[config.mk]
export PLATFORM = sky130hd
export DESIGN_NAME = bp_be_ptw_miss_arbiter_flat
export DESIGN_NICKNAME = d
export VERILOG_FILES = /design/src/rtl/bp_be_ptw_miss_arbiter_if.sv /design/src/rtl/bp_be_ptw_miss_arbiter.sv /design/src/flat_wrapper.sv
export SDC_FILE = /design/constraint.sdc
export NUM_CORES = 1
export LEC_CHECK = 0
export BUFFER_PORTS_ARGS = -buffer_cell sky130_fd_sc_hd__buf_2
export CAP_MARGIN = 20
export CORE_ASPECT_RATIO = 0.8
export CORE_MARGIN = 1.5
export CORE_UTILIZATION = 45
export CTS_BUF_LIST = sky130_fd_sc_hd__clkbuf_2
export CTS_CLUSTER_DIAMETER = 200
export DETAILED_ROUTE_END_ITERATION = 6
export PLACE_DENSITY = 0.77
export SETUP_SLACK_MARGIN = 0.05
export SYNTH_ARGS = -nofsm -noshare
export SYNTH_HDL_FRONTEND = slang
export SYNTH_SLANG_ARGS = --single-unit
[constraint.sdc]
create_clock -name clk_i -period 2.15 [get_ports clk_i]
set_clock_uncertainty 0.2 [all_clocks]
set_input_delay 0.1075 -clock clk_i [delete_from_list [all_inputs] [get_ports clk_i]]
set_output_delay 0.1075 -clock clk_i [all_outputs]
set_load 0.01 [all_outputs]
[src/rtl/bp_be_ptw_miss_arbiter_if.sv]
// TLB-facing and walker-facing signals of the PTW miss arbiter.
// slave = the arbiter itself, master = the TLB/walker environment driving it.
interface bp_be_ptw_miss_arbiter_if #(
    parameter int vaddr_width_p = 39,
    parameter int ptag_width_p  = 28
);
    localparam int entry_width_lp    = ptag_width_p + 7;
    localparam int miss_pkt_width_lp = vaddr_width_p + 3;
    localparam int fill_pkt_width_lp = vaddr_width_p + entry_width_lp + 6;

    logic                         itlb_miss_v_i;
    logic [vaddr_width_p-1:0]     itlb_miss_vaddr_i;
    logic                         itlb_ready_o;
    logic                         dtlb_miss_v_i;
    logic                         dtlb_store_i;
    logic [vaddr_width_p-1:0]     dtlb_miss_vaddr_i;
    logic                         dtlb_ready_o;
    logic                         flush_i;
    logic                         ptw_busy_i;
    logic [miss_pkt_width_lp-1:0] ptw_miss_pkt_o;
    logic [fill_pkt_width_lp-1:0] ptw_fill_pkt_i;
    logic                         itlb_fill_v_o;
    logic [entry_width_lp-1:0]    itlb_fill_entry_o;
    logic [vaddr_width_p-1:0]     itlb_fill_vaddr_o;
    logic                         instr_page_fault_o;
    logic                         dtlb_fill_v_o;
    logic [entry_width_lp-1:0]    dtlb_fill_entry_o;
    logic [vaddr_width_p-1:0]     dtlb_fill_vaddr_o;
    logic                         load_page_fault_o;
    logic                         store_page_fault_o;
    logic                         err_o;

    modport slave (
        input  itlb_miss_v_i, itlb_miss_vaddr_i, dtlb_miss_v_i, dtlb_store_i, dtlb_miss_vaddr_i,
        input  flush_i, ptw_busy_i, ptw_fill_pkt_i,
        output itlb_ready_o, dtlb_ready_o, ptw_miss_pkt_o,
        output itlb_fill_v_o, itlb_fill_entry_o, itlb_fill_vaddr_o, instr_page_fault_o,
        output dtlb_fill_v_o, dtlb_fill_entry_o, dtlb_fill_vaddr_o,
        output load_page_fault_o, store_page_fault_o, err_o
    );

    modport master (
        output itlb_miss_v_i, itlb_miss_vaddr_i, dtlb_miss_v_i, dtlb_store_i, dtlb_miss_vaddr_i,
        output flush_i, ptw_busy_i, ptw_fill_pkt_i,
        input  itlb_ready_o, dtlb_ready_o, ptw_miss_pkt_o,
        input  itlb_fill_v_o, itlb_fill_entry_o, itlb_fill_vaddr_o, instr_page_fault_o,
        input  dtlb_fill_v_o, dtlb_fill_entry_o, dtlb_fill_vaddr_o,
        input  load_page_fault_o, store_page_fault_o, err_o
    );
endinterface

[src/rtl/bp_be_ptw_miss_arbiter.sv]
// Requester side of the PTW miss/fill link: one pending slot per TLB, one walk at a time.
// Optional BP_BE_PTW_ARB_ROUND_ROBIN_EN replaces DTLB-first priority with round-robin.
module bp_be_ptw_miss_arbiter #(
    parameter int vaddr_width_p = 39,
    parameter int ptag_width_p  = 28
) (
    input  logic                    clk_i,
    input  logic                    reset_n_i,
    bp_be_ptw_miss_arbiter_if.slave io
);
    localparam int entry_width_lp = ptag_width_p + 7;
    localparam int flag_base_lp   = entry_width_lp + vaddr_width_p;

    typedef enum logic [1:0] {
        e_idle  = 2'd0,
        e_issue = 2'd1,
        e_wait  = 2'd2,
        e_resp  = 2'd3
    } state_e;

    state_e r_state, w_state_n;

    logic                      r_islot_v, r_dslot_v, r_dslot_store;
    logic [vaddr_width_p-1:0]  r_islot_vaddr, r_dslot_vaddr;
    logic                      r_sel_d, r_squash, r_err;
    logic                      r_fill_ipf, r_fill_dpf;
    logic [vaddr_width_p-1:0]  r_fill_vaddr;
    logic [entry_width_lp-1:0] r_fill_entry;

    logic                      w_fill_v, w_fill_ipf, w_fill_dpf;
    logic [vaddr_width_p-1:0]  w_fill_vaddr, w_slot_vaddr;
    logic                      w_i_avail, w_pick_d, w_i_flush_sel, w_fire, w_resp;
    logic                      w_i_ready, w_i_accept, w_i_clear, w_i_inflight;
    logic                      w_d_accept, w_d_clear, w_err_set;
    logic                      w_i_deliver, w_d_deliver;

    assign w_fill_v     = io.ptw_fill_pkt_i[flag_base_lp + 5];
    assign w_fill_ipf   = io.ptw_fill_pkt_i[flag_base_lp + 2];
    assign w_fill_dpf   = io.ptw_fill_pkt_i[flag_base_lp + 1] | io.ptw_fill_pkt_i[flag_base_lp];
    assign w_fill_vaddr = io.ptw_fill_pkt_i[entry_width_lp +: vaddr_width_p];
    assign w_slot_vaddr = r_sel_d ? r_dslot_vaddr : r_islot_vaddr;

    // A flush hides the ITLB slot from selection in the same cycle it is dropped.
    assign w_i_avail     = r_islot_v & ~io.flush_i;
    assign w_i_inflight  = ~r_sel_d & ((r_state == e_wait) | (r_state == e_resp));
    assign w_i_flush_sel = (r_state == e_issue) & ~r_sel_d & io.flush_i;
    assign w_fire        = (r_state == e_issue) & ~io.ptw_busy_i & ~w_i_flush_sel;
    assign w_resp        = (r_state == e_resp);

    assign w_i_ready  = ~r_islot_v & ~io.flush_i;
    assign w_i_accept = io.itlb_miss_v_i & w_i_ready;
    assign w_i_clear  = (io.flush_i & r_islot_v & ~w_i_inflight) | (w_resp & ~r_sel_d);
    assign w_d_accept = io.dtlb_miss_v_i & ~r_dslot_v;
    assign w_d_clear  = w_resp & r_sel_d;

    assign w_err_set = w_fill_v & ((r_state == e_idle) | (r_state == e_issue) |
                                   ((r_state == e_wait) & (w_fill_vaddr != w_slot_vaddr)));

`ifdef BP_BE_PTW_ARB_ROUND_ROBIN_EN
    logic r_last_d;

    assign w_pick_d = r_dslot_v & (~w_i_avail | ~r_last_d);

    always_ff @(posedge clk_i or negedge reset_n_i) begin
        if (!reset_n_i) begin
            r_last_d <= 1'b0;
        end else if (w_fire) begin
            r_last_d <= r_sel_d;
        end else begin
            r_last_d <= r_last_d;
        end
    end
`else
    assign w_pick_d = r_dslot_v;
`endif

    always_ff @(posedge clk_i or negedge reset_n_i) begin
        if (!reset_n_i) begin
            r_state <= e_idle;
        end else begin
            r_state <= w_state_n;
        end
    end

    always_comb begin
        w_state_n = r_state;
        case (r_state)
            e_idle: begin
                if (w_i_avail | r_dslot_v) w_state_n = e_issue;
                else                       w_state_n = e_idle;
            end
            e_issue: begin
                if (w_i_flush_sel) w_state_n = e_idle;
                else if (w_fire)   w_state_n = e_wait;
                else               w_state_n = e_issue;
            end
            e_wait: begin
                if (w_fill_v) w_state_n = e_resp;
                else          w_state_n = e_wait;
            end
            e_resp:  w_state_n = e_idle;
            default: w_state_n = e_idle;
        endcase
    end

    always_ff @(posedge clk_i or negedge reset_n_i) begin
        if (!reset_n_i) begin
            r_islot_v     <= 1'b0;
            r_islot_vaddr <= '0;
        end else if (w_i_accept) begin
            r_islot_v     <= 1'b1;
            r_islot_vaddr <= io.itlb_miss_vaddr_i;
        end else if (w_i_clear) begin
            r_islot_v     <= 1'b0;
            r_islot_vaddr <= r_islot_vaddr;
        end else begin
            r_islot_v     <= r_islot_v;
            r_islot_vaddr <= r_islot_vaddr;
        end
    end

    always_ff @(posedge clk_i or negedge reset_n_i) begin
        if (!reset_n_i) begin
            r_dslot_v     <= 1'b0;
            r_dslot_store <= 1'b0;
            r_dslot_vaddr <= '0;
        end else if (w_d_accept) begin
            r_dslot_v     <= 1'b1;
            r_dslot_store <= io.dtlb_store_i;
            r_dslot_vaddr <= io.dtlb_miss_vaddr_i;
        end else if (w_d_clear) begin
            r_dslot_v     <= 1'b0;
            r_dslot_store <= r_dslot_store;
            r_dslot_vaddr <= r_dslot_vaddr;
        end else begin
            r_dslot_v     <= r_dslot_v;
            r_dslot_store <= r_dslot_store;
            r_dslot_vaddr <= r_dslot_vaddr;
        end
    end

    // Selection is frozen on leaving e_idle; squash marks an ITLB walk orphaned by a flush.
    always_ff @(posedge clk_i or negedge reset_n_i) begin
        if (!reset_n_i) begin
            r_sel_d  <= 1'b0;
            r_squash <= 1'b0;
            r_err    <= 1'b0;
        end else begin
            r_sel_d  <= (r_state == e_idle) ? w_pick_d : r_sel_d;
            if (w_resp)                                                r_squash <= 1'b0;
            else if ((r_state == e_wait) & ~r_sel_d & io.flush_i)      r_squash <= 1'b1;
            else                                                       r_squash <= r_squash;
            r_err    <= r_err | w_err_set;
        end
    end

    always_ff @(posedge clk_i or negedge reset_n_i) begin
        if (!reset_n_i) begin
            r_fill_ipf   <= 1'b0;
            r_fill_dpf   <= 1'b0;
            r_fill_vaddr <= '0;
            r_fill_entry <= '0;
        end else if ((r_state == e_wait) & w_fill_v) begin
            r_fill_ipf   <= w_fill_ipf;
            r_fill_dpf   <= w_fill_dpf;
            r_fill_vaddr <= w_fill_vaddr;
            r_fill_entry <= io.ptw_fill_pkt_i[entry_width_lp-1:0];
        end else begin
            r_fill_ipf   <= r_fill_ipf;
            r_fill_dpf   <= r_fill_dpf;
            r_fill_vaddr <= r_fill_vaddr;
            r_fill_entry <= r_fill_entry;
        end
    end

    assign w_i_deliver = w_resp & ~r_sel_d & ~r_squash;
    assign w_d_deliver = w_resp & r_sel_d;

    assign io.itlb_ready_o   = w_i_ready;
    assign io.dtlb_ready_o   = ~r_dslot_v;
    assign io.ptw_miss_pkt_o = w_fire ? {~r_sel_d, r_sel_d & ~r_dslot_store, r_sel_d & r_dslot_store,
                                         w_slot_vaddr} : '0;

    assign io.itlb_fill_v_o      = w_i_deliver & ~r_fill_ipf;
    assign io.instr_page_fault_o = w_i_deliver & r_fill_ipf;
    assign io.itlb_fill_entry_o  = w_i_deliver ? r_fill_entry : '0;
    assign io.itlb_fill_vaddr_o  = w_i_deliver ? r_fill_vaddr : '0;

    // DTLB faults are reported by the kind of access the slot recorded.
    assign io.dtlb_fill_v_o      = w_d_deliver & ~r_fill_dpf;
    assign io.load_page_fault_o  = w_d_deliver & r_fill_dpf & ~r_dslot_store;
    assign io.store_page_fault_o = w_d_deliver & r_fill_dpf & r_dslot_store;
    assign io.dtlb_fill_entry_o  = w_d_deliver ? r_fill_entry : '0;
    assign io.dtlb_fill_vaddr_o  = w_d_deliver ? r_fill_vaddr : '0;

    assign io.err_o = r_err;
endmodule

[src/flat_wrapper.sv]
// flat-port wrapper written by rule: the top's interface ports become plain ports
module bp_be_ptw_miss_arbiter_flat 
#(
    parameter int vaddr_width_p = 39,
    parameter int ptag_width_p  = 28
)
  (clk_i, reset_n_i, io_itlb_miss_v_i, io_itlb_miss_vaddr_i, io_dtlb_miss_v_i, io_dtlb_store_i, io_dtlb_miss_vaddr_i, io_flush_i, io_ptw_busy_i, io_ptw_fill_pkt_i, io_itlb_ready_o, io_dtlb_ready_o, io_ptw_miss_pkt_o, io_itlb_fill_v_o, io_itlb_fill_entry_o, io_itlb_fill_vaddr_o, io_instr_page_fault_o, io_dtlb_fill_v_o, io_dtlb_fill_entry_o, io_dtlb_fill_vaddr_o, io_load_page_fault_o, io_store_page_fault_o, io_err_o);
  bp_be_ptw_miss_arbiter_if #(.vaddr_width_p(vaddr_width_p), .ptag_width_p(ptag_width_p)) io_i ();
  input  logic clk_i;
  input  logic reset_n_i;
  input wire logic [$bits(io_i.itlb_miss_v_i)-1:0] io_itlb_miss_v_i;
  input wire logic [$bits(io_i.itlb_miss_vaddr_i)-1:0] io_itlb_miss_vaddr_i;
  input wire logic [$bits(io_i.dtlb_miss_v_i)-1:0] io_dtlb_miss_v_i;
  input wire logic [$bits(io_i.dtlb_store_i)-1:0] io_dtlb_store_i;
  input wire logic [$bits(io_i.dtlb_miss_vaddr_i)-1:0] io_dtlb_miss_vaddr_i;
  input wire logic [$bits(io_i.flush_i)-1:0] io_flush_i;
  input wire logic [$bits(io_i.ptw_busy_i)-1:0] io_ptw_busy_i;
  input wire logic [$bits(io_i.ptw_fill_pkt_i)-1:0] io_ptw_fill_pkt_i;
  output wire logic [$bits(io_i.itlb_ready_o)-1:0] io_itlb_ready_o;
  output wire logic [$bits(io_i.dtlb_ready_o)-1:0] io_dtlb_ready_o;
  output wire logic [$bits(io_i.ptw_miss_pkt_o)-1:0] io_ptw_miss_pkt_o;
  output wire logic [$bits(io_i.itlb_fill_v_o)-1:0] io_itlb_fill_v_o;
  output wire logic [$bits(io_i.itlb_fill_entry_o)-1:0] io_itlb_fill_entry_o;
  output wire logic [$bits(io_i.itlb_fill_vaddr_o)-1:0] io_itlb_fill_vaddr_o;
  output wire logic [$bits(io_i.instr_page_fault_o)-1:0] io_instr_page_fault_o;
  output wire logic [$bits(io_i.dtlb_fill_v_o)-1:0] io_dtlb_fill_v_o;
  output wire logic [$bits(io_i.dtlb_fill_entry_o)-1:0] io_dtlb_fill_entry_o;
  output wire logic [$bits(io_i.dtlb_fill_vaddr_o)-1:0] io_dtlb_fill_vaddr_o;
  output wire logic [$bits(io_i.load_page_fault_o)-1:0] io_load_page_fault_o;
  output wire logic [$bits(io_i.store_page_fault_o)-1:0] io_store_page_fault_o;
  output wire logic [$bits(io_i.err_o)-1:0] io_err_o;
  assign io_i.itlb_miss_v_i = io_itlb_miss_v_i;
  assign io_i.itlb_miss_vaddr_i = io_itlb_miss_vaddr_i;
  assign io_i.dtlb_miss_v_i = io_dtlb_miss_v_i;
  assign io_i.dtlb_store_i = io_dtlb_store_i;
  assign io_i.dtlb_miss_vaddr_i = io_dtlb_miss_vaddr_i;
  assign io_i.flush_i = io_flush_i;
  assign io_i.ptw_busy_i = io_ptw_busy_i;
  assign io_i.ptw_fill_pkt_i = io_ptw_fill_pkt_i;
  assign io_itlb_ready_o = io_i.itlb_ready_o;
  assign io_dtlb_ready_o = io_i.dtlb_ready_o;
  assign io_ptw_miss_pkt_o = io_i.ptw_miss_pkt_o;
  assign io_itlb_fill_v_o = io_i.itlb_fill_v_o;
  assign io_itlb_fill_entry_o = io_i.itlb_fill_entry_o;
  assign io_itlb_fill_vaddr_o = io_i.itlb_fill_vaddr_o;
  assign io_instr_page_fault_o = io_i.instr_page_fault_o;
  assign io_dtlb_fill_v_o = io_i.dtlb_fill_v_o;
  assign io_dtlb_fill_entry_o = io_i.dtlb_fill_entry_o;
  assign io_dtlb_fill_vaddr_o = io_i.dtlb_fill_vaddr_o;
  assign io_load_page_fault_o = io_i.load_page_fault_o;
  assign io_store_page_fault_o = io_i.store_page_fault_o;
  assign io_err_o = io_i.err_o;
  bp_be_ptw_miss_arbiter #(.vaddr_width_p(vaddr_width_p), .ptag_width_p(ptag_width_p)) u_core (.clk_i(clk_i), .reset_n_i(reset_n_i), .io(io_i));
endmodule
==> impl_metrics.ini, run 1 <==
[status]
status = aborted with a tool error
failing_step = clock tree synthesis (4_1_cts)
toolErrorMsg = [ERROR RSZ-0060] Max buffer count reached.

[clock_network]
cts_root_buf = clkbuf_2
clockBufferDepth = 2
clock-sinks = 162
cts_max_level = 4
cts_hold_buffers = 258
numCtsBuffers = 17
cts_resized = 72
cts_setup_buffers = 10

[die]
placementRows = 43
ios = 363
die_x_um = 153
die_y_um = 123
initial_core_util = 0.4633

[logic_synthesis]
ys_ff_latch = 162
synth-main-ff-cell = dfrtp_1
syn-num-nets = 846
netlist_instances = 681
netlist_top_cells_area = dfrtp_1, mux2_2, and2_1
synth_edf_count = 0
synthesis.area_um2 = 8100
synth_most_common_cell = dfrtp_1
async_reset_ff_frac = 1.000
syn_area_per_cell_um2 = 11.89
ys_types = 30
yosys_warnings = 0
synth_commonest_cells = dfrtp_1, mux2_2, and2_1, nor2_1, mux2i_1
synth-seq-area-share = 0.5005
netlist.area_leader.share = 0.5005
yosysTopAreaCell = dfrtp_1

[placement]
port_buffers = 360
hpwlAfterDp_um = 18710
place.gp.congestion = 0.8401
==> kinds of logic after synthesis <==
group                     count (synthesis)  synth area share
AOI/OAI and AO/OA                        13          0.009576
xor gates and xnor gates                 39           0.04217
buffers and inverters                    48           0.02564
DFF                                     162            0.5005
muxes                                   194            0.2640
and+or+nand+nor                         225            0.1582
==> per-stage QoR <==
step | util | hold slack, ns | std cells | instance area, um2 | worst slack [ns]
after floorplan | - | -0.3881 | 681 | 8100 | 0.2765
after global placement | 0.5881 | -0.09596 | 1242 | 10280 | 0.05441
after detailed placement | 0.5881 | -0.09638 | 1242 | 10280 | 0.01876
==> inputs of run 2 (changes only) <==
- CORE_ASPECT_RATIO: 0.8 -> default
- CORE_UTILIZATION: 45 -> 30
- CTS_BUF_LIST: sky130_fd_sc_hd__clkbuf_2 -> default
- CTS_CLUSTER_DIAMETER: 200 -> default
- PLACE_DENSITY: 0.77 -> default
- PLACE_DENSITY_LB_ADDON: default -> 0.15
- SETUP_SLACK_MARGIN: 0.05 -> default
==> run 2 against run 1 <==
- the flow now finishes, with violations (setup timing)
- synthesized cell count is the same
- area after synthesis is the same
==> impl_metrics.ini, run 2 <==
[status]
status = complete, but fails checks
violations = setup timing

[clock_network]
numCtsBuffers = 17
cts_max_level = 4
clk_pin_slew_ns = 0.07
cts_tree = yes
clockBufferDepth = 2
cts_root_buf = clkbuf_16
clkLatencyLatePin_ns = 0.43
clock-sinks = 162

[die]
die_y_um = 167.3
dieArea_um2 = 28000
initial_core_util = 0.3082
ios = 363
coreArea_um2 = 26280
die_x_um = 167.3
placementRows = 59

[drt]
vias = 7181
drt-met1-wl_um = 13200
detail_route.vias_per_cell = 4.586
avgRoutedWirePerCell_um = 19.30
wl_um = 30220
routed-wl-met3_um = 1666
drt_iter0_drc = 231
post-route-drc-count = 0
drtPass1Iterations = 4
wl_met2_um = 14920
ant_nets = 0
dr.max_layer_used = met4

[timing]
tightest_slew_ns = 0.6626
drv_slew = 0
period_share = 1.050
finalSetupViolCount = 135
hold_viol_final = 0
layout_min_cycle_time_ns = 2.258
layout_setup_ws_ns = -0.1080
relSlewSlack = 0.5583
rsz0062_at_grt = yes
max_freq_mhz = 442.9

[setup_path]
cp-end-kind = flop
reg2reg_slack_ns = -0.11
cp.required_ns = 2.25
r2r_end = u_core.io.err_o$_DFF_PN0_
reg2reg_depth = 7
setup.worst_path.class = flop to flop
reg2reg_from = u_core.r_sel_d$_DFFE_PN0N_
start_kind = flop
crit_fanout = 9
cp.arrival_ns = 2.36

[logic_synthesis]
ys_ff_latch = 162
yosys_warnings = 0
synth-seq-area-share = 0.5005
netlist.area_leader.share = 0.5005
synth-main-ff-cell = dfrtp_1
syn-num-nets = 846
syn_area_per_cell_um2 = 11.89
ys_types = 30
async_reset_ff_frac = 1.000
netlist_instances = 681
synth_commonest_cells = dfrtp_1, mux2_2, and2_1, nor2_1, mux2i_1
synth_most_common_cell = dfrtp_1
synthesis.area_um2 = 8100
yosysTopAreaCell = dfrtp_1
synth_edf_count = 0
netlist_top_cells_area = dfrtp_1, mux2_2, and2_1

[finish]
seqCellArea_um2 = 4060
nNetsFinal = 1382
final_cell_mix = buf_2, dlygate4sd3_1, dfrtp_1, mux2_2, and2_1
area_growth_pct = 68.50
reg.largest.list = u_core.r_dslot_vaddr (39), u_core.r_fill_vaddr (39), u_core.r_islot_vaddr (39)
finalNonFillerCells = 1566
final_common_cell = buf_2
drive_gt1_frac = 0.5431
fillers = 2402
final_area_um2 = 13650
multi_input_area_um2 = 4277

[pwr]
power.internal_w = 0.009753
p_sw_w = 0.005366
max-vdd-ir-drop_v = 0.0004170
power_w = 0.01512
power_frac_seq = 0.360
p_per_area_nw_per_um2 = 1108
clock_power_share = 0.212
power_frac_comb = 0.428
swShare = 0.3549
p_leak_nw = 6.594

[global_routing]
gr-total-overflow = 0
grt_pass1_vias = 7306
antenna_found_initial = 1
grt_max_degree = 60
grt_pass1_wl_um = 43880
grt_use_total = 0.2100

[placement]
placed_cell_area_um2 = 10530
port_buffers = 360
place.gp.congestion = 0.7558
dp_slack_ns = -0.1239
post-place-cells = 1356
hpwlAfterDp_um = 20940

[worst_hold_path]
hp-class = input port to asynchronous set/reset pin

[flow_run]
max_cap_violations = 0
==> run 2: worst max-delay path by stage <==
stage / slack, ns / cells past startpoint / from / to
after floorplan: 0.28 / 7 / u_core.r_sel_d$_DFFE_PN0N_ / u_core.io.err_o$_DFF_PN0_
after global placement: -0.12 / 6 / u_core.r_sel_d$_DFFE_PN0N_ / u_core.io.err_o$_DFF_PN0_
after detailed placement: -0.12 / 6 / u_core.r_sel_d$_DFFE_PN0N_ / u_core.io.err_o$_DFF_PN0_
after CTS: -0.1 / 7 / flop / io_ptw_miss_pkt_o[5]
after global routing: -0.15 / 7 / u_core.r_sel_d$_DFFE_PN0N_ / io_ptw_miss_pkt_o[15]
final: -0.11 / 7 / u_core.r_sel_d$_DFFE_PN0N_ / u_core.io.err_o$_DFF_PN0_
==> run 2: kinds of logic (layout without fill, tap and decap cells) <==
group,count (synthesis),after routing,share of synthesized area
buffers and inverters,48,597,0.02564
other,0,1,0
muxes,194,194,0.2640
xor gates and xnor gates,39,39,0.04217
DFF,162,162,0.5005
AOI/OAI and AO/OA,13,13,0.009576
and+or+nand+nor,225,225,0.1582
==> run 2: what timing repair did <==
action | in CTS | in global routing
cloned | 3 | 2
endpoints found under the hold margin | 312 | 0
pin swaps | 8 | 13
gates resized for setup | 69 | 85
buffers inserted | 7 | 2
setup endpoints to repair | 194 | 183
hold buffers | 163 | 0
==> run 2: layout make-up <==
type / count / area share
tap: 335 / 0.03071
clock buffer: 20 / 0.03419
timing repair buffer: 562 / 0.3128
clock inverter: 12 / 0.01054
antenna: 1 / 0.0001833
sequential: 162 / 0.2975
inverter: 3 / 0.0008250
multi-input combinational: 471 / 0.3133
==> run 2: power groups by stage <==
stage	clock network [W]	registers, W	logic (W)
6_report	0.00321	0.00544	0.00647
3_3_place_gp	0	0.00541	0.00499
3_5_place_dp	0	0.00543	0.00508
5_1_grt	0.00343	0.00561	0.00695
2_1_floorplan	0	0.00497	0.00347
4_1_cts	0.00330	0.00535	0.00595
==> run 2: worst max-delay path, cell delays in order, from the launching register on <==
cell and delay [ns]:
dfrtp_4 0.51, buf_12 0.17, buf_12 0.15, mux2i_2 0.28, xor2_2 0.26, nand4_1 0.15, nor4_2 0.28, a31oi_1 0.12
==> run 2: layer usage <==
metal | track usage | up-vias
met5 | 0 | -
met4 | 0.05014 | 0
met3 | 0.05011 | 26
met2 | 0.3674 | 268
met1 | 0.2607 | 3516
li1 | - | 3371
==> run 2: per-stage QoR <==
step                TNS, ns    util  hold WS [ns]
global placement    -0.1287  0.4006      -0.04436
floorplan                 0       -       -0.3881
detailed placement  -0.1381  0.4006      -0.03997
global route         -14.01  0.5193       0.08818
CTS                  -2.436  0.5009       0.06820
finish               -3.741  0.5194       0.05158
No activity file was read; power rests on OpenSTA's default activity.
